### config.mk
export PLATFORM = sky130hd
export DESIGN_NAME = processor_control_fsm
export DESIGN_NICKNAME = d
export VERILOG_FILES = /design/src/rtl/processor_control_fsm.sv
export SDC_FILE = /design/constraint.sdc
export NUM_CORES = 1
export LEC_CHECK = 0
export BUFFER_PORTS_ARGS = -buffer_cell sky130_fd_sc_hd__buf_2
export CORE_UTILIZATION = 30
export DETAILED_ROUTE_END_ITERATION = 12
export GPL_ROUTABILITY_DRIVEN = 1
export PLACE_DENSITY = 0.55
export SYNTH_ARGS = -nofsm -noshare
export SYNTH_HDL_FRONTEND = slang
export SYNTH_SLANG_ARGS = --single-unit
### constraint.sdc
create_clock -name clock -period 2.9 [get_ports clock]
set_input_delay 0.58 -clock clock [delete_from_list [all_inputs] [get_ports clock]]
set_output_delay 0.58 -clock clock [all_outputs]
set_load 0.01 [all_outputs]
### src/rtl/processor_control_fsm.sv
// processor_control_fsm: multi-cycle fetch/decode/execute/writeback controller for the 8-bit processor
module processor_control_fsm #(
  parameter int CNT_W = 16
) (
  input  logic             clock,
  input  logic             reset,
  input  logic             run,
  input  logic             imem_ack,
  input  logic [7:0]       instruction,
  input  logic             alu_zero,
  output logic             imem_req,
  output logic             ir_load,
  output logic [1:0]       imm_sel,
  output logic [1:0]       alu_op,
  output logic             alu_src_imm,
  output logic             reg_we,
  output logic             pc_inc,
  output logic             pc_load,
  output logic             zero_flag,
  output logic             illegal,
  output logic [CNT_W-1:0] retired
);
  typedef enum logic [1:0] {FETCH, DECODE, EXEC, WB} state_t;
  state_t state, state_nxt;
  logic [7:0] ir;
  logic [2:0] in_op, ir_op;
  logic [1:0] d_imm, d_alu;
  logic d_src, is_write, is_br, is_brz, is_rsv, take_br, shadow;
  assign in_op = instruction[7:5];
  assign ir_op = ir[7:5];
  // decode the incoming byte so the datapath selects are valid from the first DECODE cycle
  always_comb begin
    d_imm = (in_op == 3'b011 || in_op == 3'b100) ? 2'b10 :
            (in_op == 3'b101) ? 2'b11 :
            (in_op == 3'b110) ? 2'b01 : 2'b00;
    d_alu = (in_op == 3'b001) ? 2'b01 :
            (in_op == 3'b010 || in_op == 3'b101) ? 2'b10 :
            (in_op == 3'b110) ? 2'b11 : 2'b00;
    d_src = (in_op == 3'b000 || in_op == 3'b001 || in_op == 3'b010 || in_op == 3'b110);
  end
  // classify the latched instruction for the EXEC/WB actions
  always_comb begin
    is_br    = (ir_op == 3'b011);
    is_brz   = (ir_op == 3'b100);
    is_rsv   = (ir_op == 3'b111);
    is_write = !(is_br || is_brz || is_rsv);
    take_br  = is_br || (is_brz && zero_flag);
  end
  // next state and handshake/writeback pulses; pulses are masked during reset so no partial write escapes
  always_comb begin
    state_nxt = state;
    ir_load   = 1'b0;
    reg_we    = 1'b0;
    pc_inc    = 1'b0;
    pc_load   = 1'b0;
    case (state)
      FETCH: begin
        ir_load   = imem_req && run && imem_ack && !reset;
        state_nxt = ir_load ? DECODE : FETCH;
      end
      DECODE: state_nxt = EXEC;
      EXEC:   state_nxt = WB;
      default: begin
        state_nxt = FETCH;
        reg_we    = is_write && !reset;
        pc_load   = take_br && !reset;
        pc_inc    = !take_br && !reset;
      end
    endcase
  end
  // state, IR, decoded selects, zero flag with its EXEC shadow, sticky illegal and retire counter
  always_ff @(posedge clock) begin
    if (reset) begin
      state       <= FETCH;
      imem_req    <= 1'b0;
      ir          <= 8'h00;
      imm_sel     <= 2'b00;
      alu_op      <= 2'b00;
      alu_src_imm <= 1'b0;
      shadow      <= 1'b0;
      zero_flag   <= 1'b0;
      illegal     <= 1'b0;
      retired     <= '0;
    end else begin
      state    <= state_nxt;
      imem_req <= (state_nxt == FETCH) && run;
      if (ir_load) begin
        ir          <= instruction;
        imm_sel     <= d_imm;
        alu_op      <= d_alu;
        alu_src_imm <= d_src;
      end
      if (state == EXEC && is_write) shadow <= alu_zero;
      if (state == WB) begin
        retired <= retired + 1'b1;
        if (is_write) zero_flag <= shadow;
        if (is_rsv) illegal <= 1'b1;
      end
    end
  end
endmodule
==> results, run 1 <==
- The flow ran to the end, and the final reports show no timing, DRC or antenna violations.
- TritonCTS built the clock tree.
- The startpoint type of the worst setup path is a flip-flop.
- The area of the core is 4384 um^2.
- The detailed router placed 1,209 vias in this run.
- Dividing the final minimum period by the clock period gives 0.7647.
- Summing all flip-flop and latch instances after layout gives 600.6 um^2.
- Based on the critical path, the design can be clocked at up to 450.9 MHz.
- The static leakage is 0.7562 nW.
- For this design the total switching power over the nets is 0.1690 mW.
- The combined global-route utilization of all metal layers is 0.1297.
- Total power for the finished layout comes to 0.7646 mW.
- The final-report max-slew violation count is 0.
- For the pin with the worst max-slew slack, the measured transition is 0.4141 ns.
- Of all nets on the critical path, the largest fanout is 11.
- The initial utilization of the core area, before any placement, comes to 0.3156.
- With fillers left out, the area of the finished cells amounts to 1695 um^2.
- In the layout the commonest cells are 35 x sky130_fd_sc_hd__buf_2, 30 x sky130_fd_sc_hd__dfxtp_1, 23 x sky130_fd_sc_hd__nand2_1.
- At the placement stage, the worst setup path has a slack of 0.7302 ns.
- The number of antenna violations at the first check in global routing is 0.
- The pin count of the biggest net entering global routing is 34.
- Counting cells, the worst reg-to-reg path comes to 6.
- In this run the post-CTS setup repair buffer count came out at 0.
- The number of buffers inserted by port buffering is 35.
- For this run, design rule violations remaining after detail routing come to 0.
- The clock period minus worst slack is 2.218 ns.
- The area of the mapped netlist is 1384 um^2.
- Once detail routing completed, the nets flagged for antenna violations numbered 0.
- In this run, synthesis inferred 0 flip-flops with an integrated enable.
- The switching share of total power is 0.2210.
- The final layout contains routed wiring with a total length of 2.899 mm.
- The clock-pin slew reported for the worst setup and hold paths after clock tree synthesis is 0.06 ns.
- After detailed routing, the number of vias per cell comes to 4.741.
- The cell type with the highest aggregate area in the netlist is sky130_fd_sc_hd__dfxtp_1.
- Hold repair after CTS inserted 0 buffers.
- The number of nets in the layout is 220.
- The final number of hold-violating endpoints came to 0.
- In the final layout, the share of cells above drive strength 1 is 0.2414.
- The fraction of the core area covered by cells at the end of the flow is 0.3867.
- Summed over all layers, the global routing overflow is 0.
- The number of antenna diodes in the final layout is 0.
- Averaged over all synthesized cells, the footprint is 8.438 um^2.
- The synthesized instance count is 164.
- The share of synthesized area in the top cell type comes to 0.4340.
- The required time of the critical path is 2.32 ns.
- The pre-antenna-repair detailed-routing pass consisted of 4 iterations.
- In the final routed layout, each cell accounts on average for 11.37 um.
- Power spread over the standard cell area amounts to 451.0 nW/um^2.
- After detailed placement, the design holds a cell count of 248.
- The first global-routing pass estimated 5.009 mm of wire.
- The final setup slack of the worst path is 0.6823 ns.
- The count of maximum capacitance violations is 0.
- The total negative slack for setup checks is 0 ns.
- In this run the cell area measured after placement is 1619 um^2.
- The die outline area is 4888 um^2.
- The element type at the critical path end is an output port.
- The number of filler instances in the final layout is 497.
- The final cell count without fillers is 255.
- Clock tree synthesis found a total of 30 sinks.
- In the final layout, the multi-input gates occupy 744.5 um^2.
- The predominant post-synthesis flop cell is sky130_fd_sc_hd__dfxtp_1.
- At the worst endpoint, the arrival time is 1.64 ns.
- The type of the worst min-delay path is reg -> reg.
- The part of the total power dissipated in sequential elements is 0.547.
- The initialized floorplan defines 24 standard-cell rows.
- The clock tree buffer depth is 2.
- In this run the number of H-tree levels came out at 2.
- The startpoint identified for the worst hold timing path is alu_op[0].
- The number of global-route vias before repair was 1,127.
- In this run the critical register-to-register path is captured at retired[12].
- Hold is met by 0.4508 ns.
- IR analysis of the VDD net gives a maximum drop of 0.1329 mV.
- The worst clock skew on the final layout is 0.003373 ns.
- The share of total power dissipated in combinational logic is 0.048.
- Clock tree synthesis inserted a total of 5 buffers.
- The count of pins on the block boundary is 41.
- Setup repair after global routing left no endpoint under its margin.
- After synthesis, the share of flip-flops with an asynchronous set or reset is 0.
- The design internal power is 0.5956 mW.
- The most crowded layer after global routing is met2.
- The later pin in the worst-skew pair is clocked with a latency of 0.28 ns.
- The first routing iteration left 53 violations.
- The reg-to-reg startpoint is state[1].
- For this run, global-route usage on met2 was measured as 0.1934.
- The synthesized net count is 181.
- The met1 track demand over resource in global routing is 0.1668.
- The most frequent standard cell in the layout excluding fill and tap cells is sky130_fd_sc_hd__buf_2.
- The routability congestion estimate is 0.6867.
- Headroom to the max-slew limit came out at 0.7214.
- The x dimension of the die is 69.92 um.
- The final HPWL from detailed placement is 2.102 mm.
- For flop-to-flop paths, the worst setup slack is 1.04 ns.
- In this run, synthesis produced a sequential element count of 30.
- The worst hold path terminates at alu_op[0].
- The post-synthesis cell type count is 35.
- The critical path in this run is classified as reg -> out.
- The clock tree root driver cell is sky130_fd_sc_hd__clkbuf_8.
- The portion of total power attributed to the clock network is 0.404.
- In this run, post-CTS repair resized a total of 0 instances.
- Of the synthesized area, sequential elements account for 0.4340.
- The height of the chip is 69.92 um.
- The depth of the worst hold-timing path is 2.
- The final setup violation count is 0.
- During synthesis, Yosys emitted a total of 0 warnings.
- By area the synthesized netlist is led by sky130_fd_sc_hd__dfxtp_1 43%, sky130_fd_sc_hd__nand2_1 6.2%, sky130_fd_sc_hd__nor2_1 5.7%.
- The global-route met3 utilization is 0.04618.
- From synthesis to final layout, the design area changed by 22.51%.
-- Yosys cell counts (4+ instances only) --
library cell               count
sky130_fd_sc_hd__nor2b_1       5
sky130_fd_sc_hd__nor2_1       21
sky130_fd_sc_hd__mux2i_1       5
sky130_fd_sc_hd__xor2_1        7
sky130_fd_sc_hd__xnor2_1       4
sky130_fd_sc_hd__inv_1         4
sky130_fd_sc_hd__ha_1          4
sky130_fd_sc_hd__dfxtp_1      30
sky130_fd_sc_hd__nand4_1       5
sky130_fd_sc_hd__nand2b_1      5
sky130_fd_sc_hd__nand2_1      23
sky130_fd_sc_hd__nand3_1       9
sky130_fd_sc_hd__a21oi_1      10
sky130_fd_sc_hd__nor3_1        4
-- logic make-up (layout without fill, tap and decap cells) --
family / count (synthesis) / in the layout / synth area share
buffers and inverters: 10 / 49 / 0.02802
muxes: 8 / 8 / 0.06058
adders and majority gates: 4 / 4 / 0.03617
DFF: 30 / 30 / 0.4340
xor gates and xnor gates: 11 / 11 / 0.06962
and+or+nand+nor: 84 / 84 / 0.3020
AOI/OAI and AO/OA: 17 / 17 / 0.06963
-- cell type report --
cell class	count	share of cell area
multi-input combinational	124	0.4391
sequential	30	0.3542
timing repair buffer	37	0.1122
clock buffer	7	0.04502
tap	52	0.03838
inverter	5	0.01107
-- flip-flops by register name, summed over array words and instances, names as in the netlist --
register	flops
retired	16
ir	3
alu_op	2
imm_sel	2
state	2
alu_src_imm	1
illegal	1
imem_req	1
shadow	1
zero_flag	1
-- worst max-delay path: stages (launching register included) --
cell                       delay (ns)
sky130_fd_sc_hd__dfxtp_1         0.35
sky130_fd_sc_hd__inv_1           0.07
sky130_fd_sc_hd__ha_1            0.20
sky130_fd_sc_hd__nand3_1         0.07
sky130_fd_sc_hd__or2_2           0.22
sky130_fd_sc_hd__clkinv_1        0.24
sky130_fd_sc_hd__buf_2           0.21
-- worst max path at each step --
stage,slack [ns],to,depth (start not counted),start
finish,0.68,ir_load,6,state[0]
global route,0.50,ir_load,6,state[0]
CTS,0.66,ir_load,6,state[0]
detailed placement,0.73,ir_load,5,reset
global placement,0.74,ir_load,5,reset
floorplan,1.05,pc_inc,4,state[1]
-- power groups by stage --
stage                     Combinational, mW  Clock, mW  Sequential (mW)
after floorplan                      0.0207          0            0.428
after global placement               0.0369          0            0.427
after detailed placement             0.0374          0            0.428
after CTS                            0.0376      0.321            0.418
after global routing                 0.0414      0.344            0.419
final                                0.0369      0.309            0.418
-- layer usage --
| layer | wire (um) | up-vias | share of wire |
|---|---|---|---|
| met3 | 126 | 2 | 0.043 |
| li1 | - | 637 | - |
| met5 | 0 | - | 0 |
| met1 | 1452 | 544 | 0.50 |
| met2 | 1308 | 26 | 0.45 |
| met4 | 12 | 0 | 0.0041 |
Note: power is estimated with default switching activity, not from simulation.
==> inputs of run 2 (changes only) <==
--- a/config.mk
+++ b/config.mk
@@ -9,7 +9,7 @@
 export CORE_UTILIZATION = 30
 export DETAILED_ROUTE_END_ITERATION = 12
 export GPL_ROUTABILITY_DRIVEN = 1
-export PLACE_DENSITY = 0.55
+export PLACE_DENSITY = 0.57
 export SYNTH_ARGS = -nofsm -noshare
 export SYNTH_HDL_FRONTEND = slang
 export SYNTH_SLANG_ARGS = --single-unit
==> constraint.sdc (replaced) <==
create_clock -name clock -period 1.85 [get_ports clock]
set_input_delay 0.37 -clock clock [delete_from_list [all_inputs] [get_ports clock]]
set_output_delay 0.37 -clock clock [all_outputs]
set_load 0.01 [all_outputs]
==> results, run 2 (synthesis gave the netlist of run 1 again) <==
- The switching share of total power is 0.2236 (was 0.2210).
- The final setup violation count came to 0 (unchanged).
- The delay of the slowest cell on the worst path was 0.37 ns (was 0.35 ns).
- The design internal power was 0.9759 mW (was 0.5956 mW).
- The final cell count without fillers is 261 (was 255).
- The type of the worst min-delay path is in -> reg (was reg -> reg).
- The total wire length came to 3.023 mm (was 2.899 mm).
- The critical path's slowest cell is sky130_fd_sc_hd__dfxtp_1 (unchanged).
- The count of maximum capacitance violations came to 0 (unchanged).
- The most frequent standard cell in the layout excluding fill and tap cells was sky130_fd_sc_hd__buf_2 (unchanged).
- The logic gate share of total power is 0.048 (about the same).
- The total negative slack for setup checks was 0 ns (unchanged).
- The clock-pin slew reported for the worst setup and hold paths after clock tree synthesis is 0.06 ns (about the same).
- The register with the highest flop count was retired (unchanged).
- The number of remaining DRC errors was 0 (unchanged).
- The flip-flop count of the largest register, all copies and words added is 16 (unchanged).
- The critical-path maximum fanout was 12 (was 11).
- The number of buffers inserted by port buffering is 35 (unchanged).
- The clock tree buffer depth is 2 (unchanged).
- The static leakage is 0.7921 nW (was 0.7562 nW).
- The final number of hold-violating endpoints is 0 (unchanged).
- Regs by FF count: retired x16, ir x3 (unchanged).
- The number of antenna-violating nets in the routed design is 0 (unchanged).
- The number of filler instances in the final layout came to 456 (was 497).
- The number of placed instances with taps included is 253 (was 248).
- The remaining global-route overflow is 0 (unchanged).
- The final HPWL from detailed placement came to 2.123 mm (was 2.102 mm).
- The number of global-route vias before repair is 1,184 (was 1,127).
- The die outline area is 4888 um^2 (unchanged).
- The number of cell rows is 24 (unchanged).
- The pin count of the biggest net entering global routing was 31 (was 34).
- The number of antenna violations at the first check in global routing is 0 (unchanged).
- The category of the most critical setup path is reg -> out (unchanged).
- The routed via count divided by cell count is 4.621 (was 4.741).
- The maximum frequency from static timing analysis is 557.9 MHz.
- The routed via count is 1,206 (was 1,209).
- The clock period minus worst slack is 1.792 ns.
- The antenna diode count is 0 (unchanged).
- Run status: complete, no violations (unchanged).
- The number of sinks on the clock net is 30 (unchanged).
- The height of the chip came to 69.92 um (unchanged).
- The slew at the pin with the worst max-slew slack is 0.3636 ns (was 0.4141 ns).
- The area growth from synthesis to layout came to 27.31% (was 22.51%).
- The clock latency on the worst-skew pair was 0.28 ns (about the same).
- The count of pins on the block boundary is 41 (unchanged).
- The clock tree root driver cell is sky130_fd_sc_hd__clkbuf_8 (unchanged).
- The element type at the critical path end is an output port (unchanged).
- The x dimension of the die is 69.92 um (unchanged).
- The routed wirelength normalized by instance count was 11.58 um (was 11.37 um).
- The number of nets in the layout came to 225 (was 220).
- Most used cells in the layout excluding fill and tap cells: 35 x sky130_fd_sc_hd__buf_2, 28 x sky130_fd_sc_hd__dfxtp_1, 23 x sky130_fd_sc_hd__nand2_1 (was 35 x sky130_fd_sc_hd__buf_2, 30 x sky130_fd_sc_hd__dfxtp_1, 23 x sky130_fd_sc_hd__nand2_1).
- The required time of the critical path is 1.48 ns (was 2.32 ns).
- The peak supply drop came to 0.3907 mV (was 0.1329 mV).
- The pre-CTS setup slack is 0.2497 ns (was 0.7302 ns).
- The worst clock skew on the final layout is 0.004356 ns (was 0.003373 ns).
- The part of the total power dissipated in sequential elements came to 0.522 (was 0.547).
- The total power is 1.257 mW (was 0.7646 mW).
- The cts-stage hold buffer count is 0 (unchanged).
- The effective utilization at floorplan was 0.3156 (unchanged).
- The worst slew slack as a fraction of its limit came to 0.7554 (was 0.7214).
- The combined global-route utilization of all metal layers was 0.1381 (was 0.1297).
- The count of TritonRoute iterations in the first routing pass is 4 (unchanged).
- The area of the core came to 4384 um^2 (unchanged).
- The number of DRC markers after the initial detailed-route iteration is 68 (was 53).
- The clock tree from TritonCTS is yes (unchanged).
- The global-route wire length before repair is 5.285 mm (was 5.009 mm).
- The startpoint type of the worst setup path is a flip-flop (unchanged).
- The post-route worst hold slack was 0.3270 ns (was 0.4508 ns).
- The routability congestion estimate was 0.7255 (was 0.6867).
- The number of buffers created by CTS is 5 (unchanged).
- The share of the clock period used by the worst path is 0.9688.
- The power density normalized to cell area came to 713.5 nW/um^2 (was 451.0 nW/um^2).
- Cells along the critical path: ha_2, buf_6, nand2b_1, a211oi_2, buf_2 (was inv_1, ha_1, nand3_1, or2_2, clkinv_1, buf_2).
- The portion of total power attributed to the clock network is 0.430 (was 0.404).
- The total net switching power was 0.2811 mW (was 0.1690 mW).
- The final-report max-slew violation count is 0 (unchanged).
- The deepest level of the CTS H-tree came to 2 (unchanged).
- RSZ-0062 raised after global routing: true (was false).
- The worst path arrival time is 1.42 ns (was 1.64 ns).
- The final setup slack of the worst path is 0.05768 ns (was 0.6823 ns).
- The layout cell share with drive strength beyond 1 is 0.2919 (was 0.2414).
==> run 2: through the flow <==
| step | utilization | cell area, um^2 |
|---|---|---|
| 3_3_place_gp | 0.3779 | 1657 |
| 4_1_cts | 0.3995 | 1752 |
| 6_report | 0.4018 | 1762 |
| 5_1_grt | 0.4018 | 1762 |
| 3_5_place_dp | 0.3779 | 1657 |
| 2_1_floorplan | - | 1384 |
==> run 2: cell type report <==
class	count	area, um^2	area share
clock buffer	7	86.33	0.04901
multi-input combinational	124	752.0	0.4268
tap	52	65.06	0.03693
inverter	5	18.77	0.01065
sequential	30	603.1	0.3423
clock inverter	1	5.005	0.002841
timing repair buffer	42	231.5	0.1314
==> run 2: final timing paths <==
check | slack [ns] | to | startpoint | depth (start not counted)
setup / recovery | 0.06 | pc_inc | state[1] | 5
hold / removal | 0.33 | shadow | alu_zero | 3
setup reg to reg | 0.21 | retired[12] | state[1] | 5
hold reg to reg | 0.45 | alu_op[0] | alu_op[0] | 2
==> run 2: power by group through the flow <==
stage               Combinational (mW)  Clock (mW)  Sequential [mW]
floorplan                       0.0325           0            0.671
global placement                0.0600           0            0.670
detailed placement              0.0599           0            0.670
CTS                             0.0606       0.565            0.656
global route                    0.0682       0.600            0.656
finish                          0.0600       0.541            0.656
==> run 2: what timing repair did <==
item	in CTS	in global routing
cloned	0	0
gates resized for setup	1	5
endpoints found under the setup margin	1	3
buffers inserted	0	0
==> run 2: worst max-delay path, delay by kind of cell (launching register included) <==
kind	cells	cell delay, ns
fa+ha+maj	1	0.21
buf+inv	2	0.31
flops	1	0.37
simple gates	1	0.11
compound gates	1	0.14
==> run 2: metal layers <==
layer | global-route usage | wire, um | vias up
met3 | 0.05483 | 141 | 4
met4 | 0.06667 | 48 | 0
met2 | 0.1987 | 1309 | 23
met1 | 0.1791 | 1523 | 536
li1 | - | - | 643
met5 | 0 | 0 | -
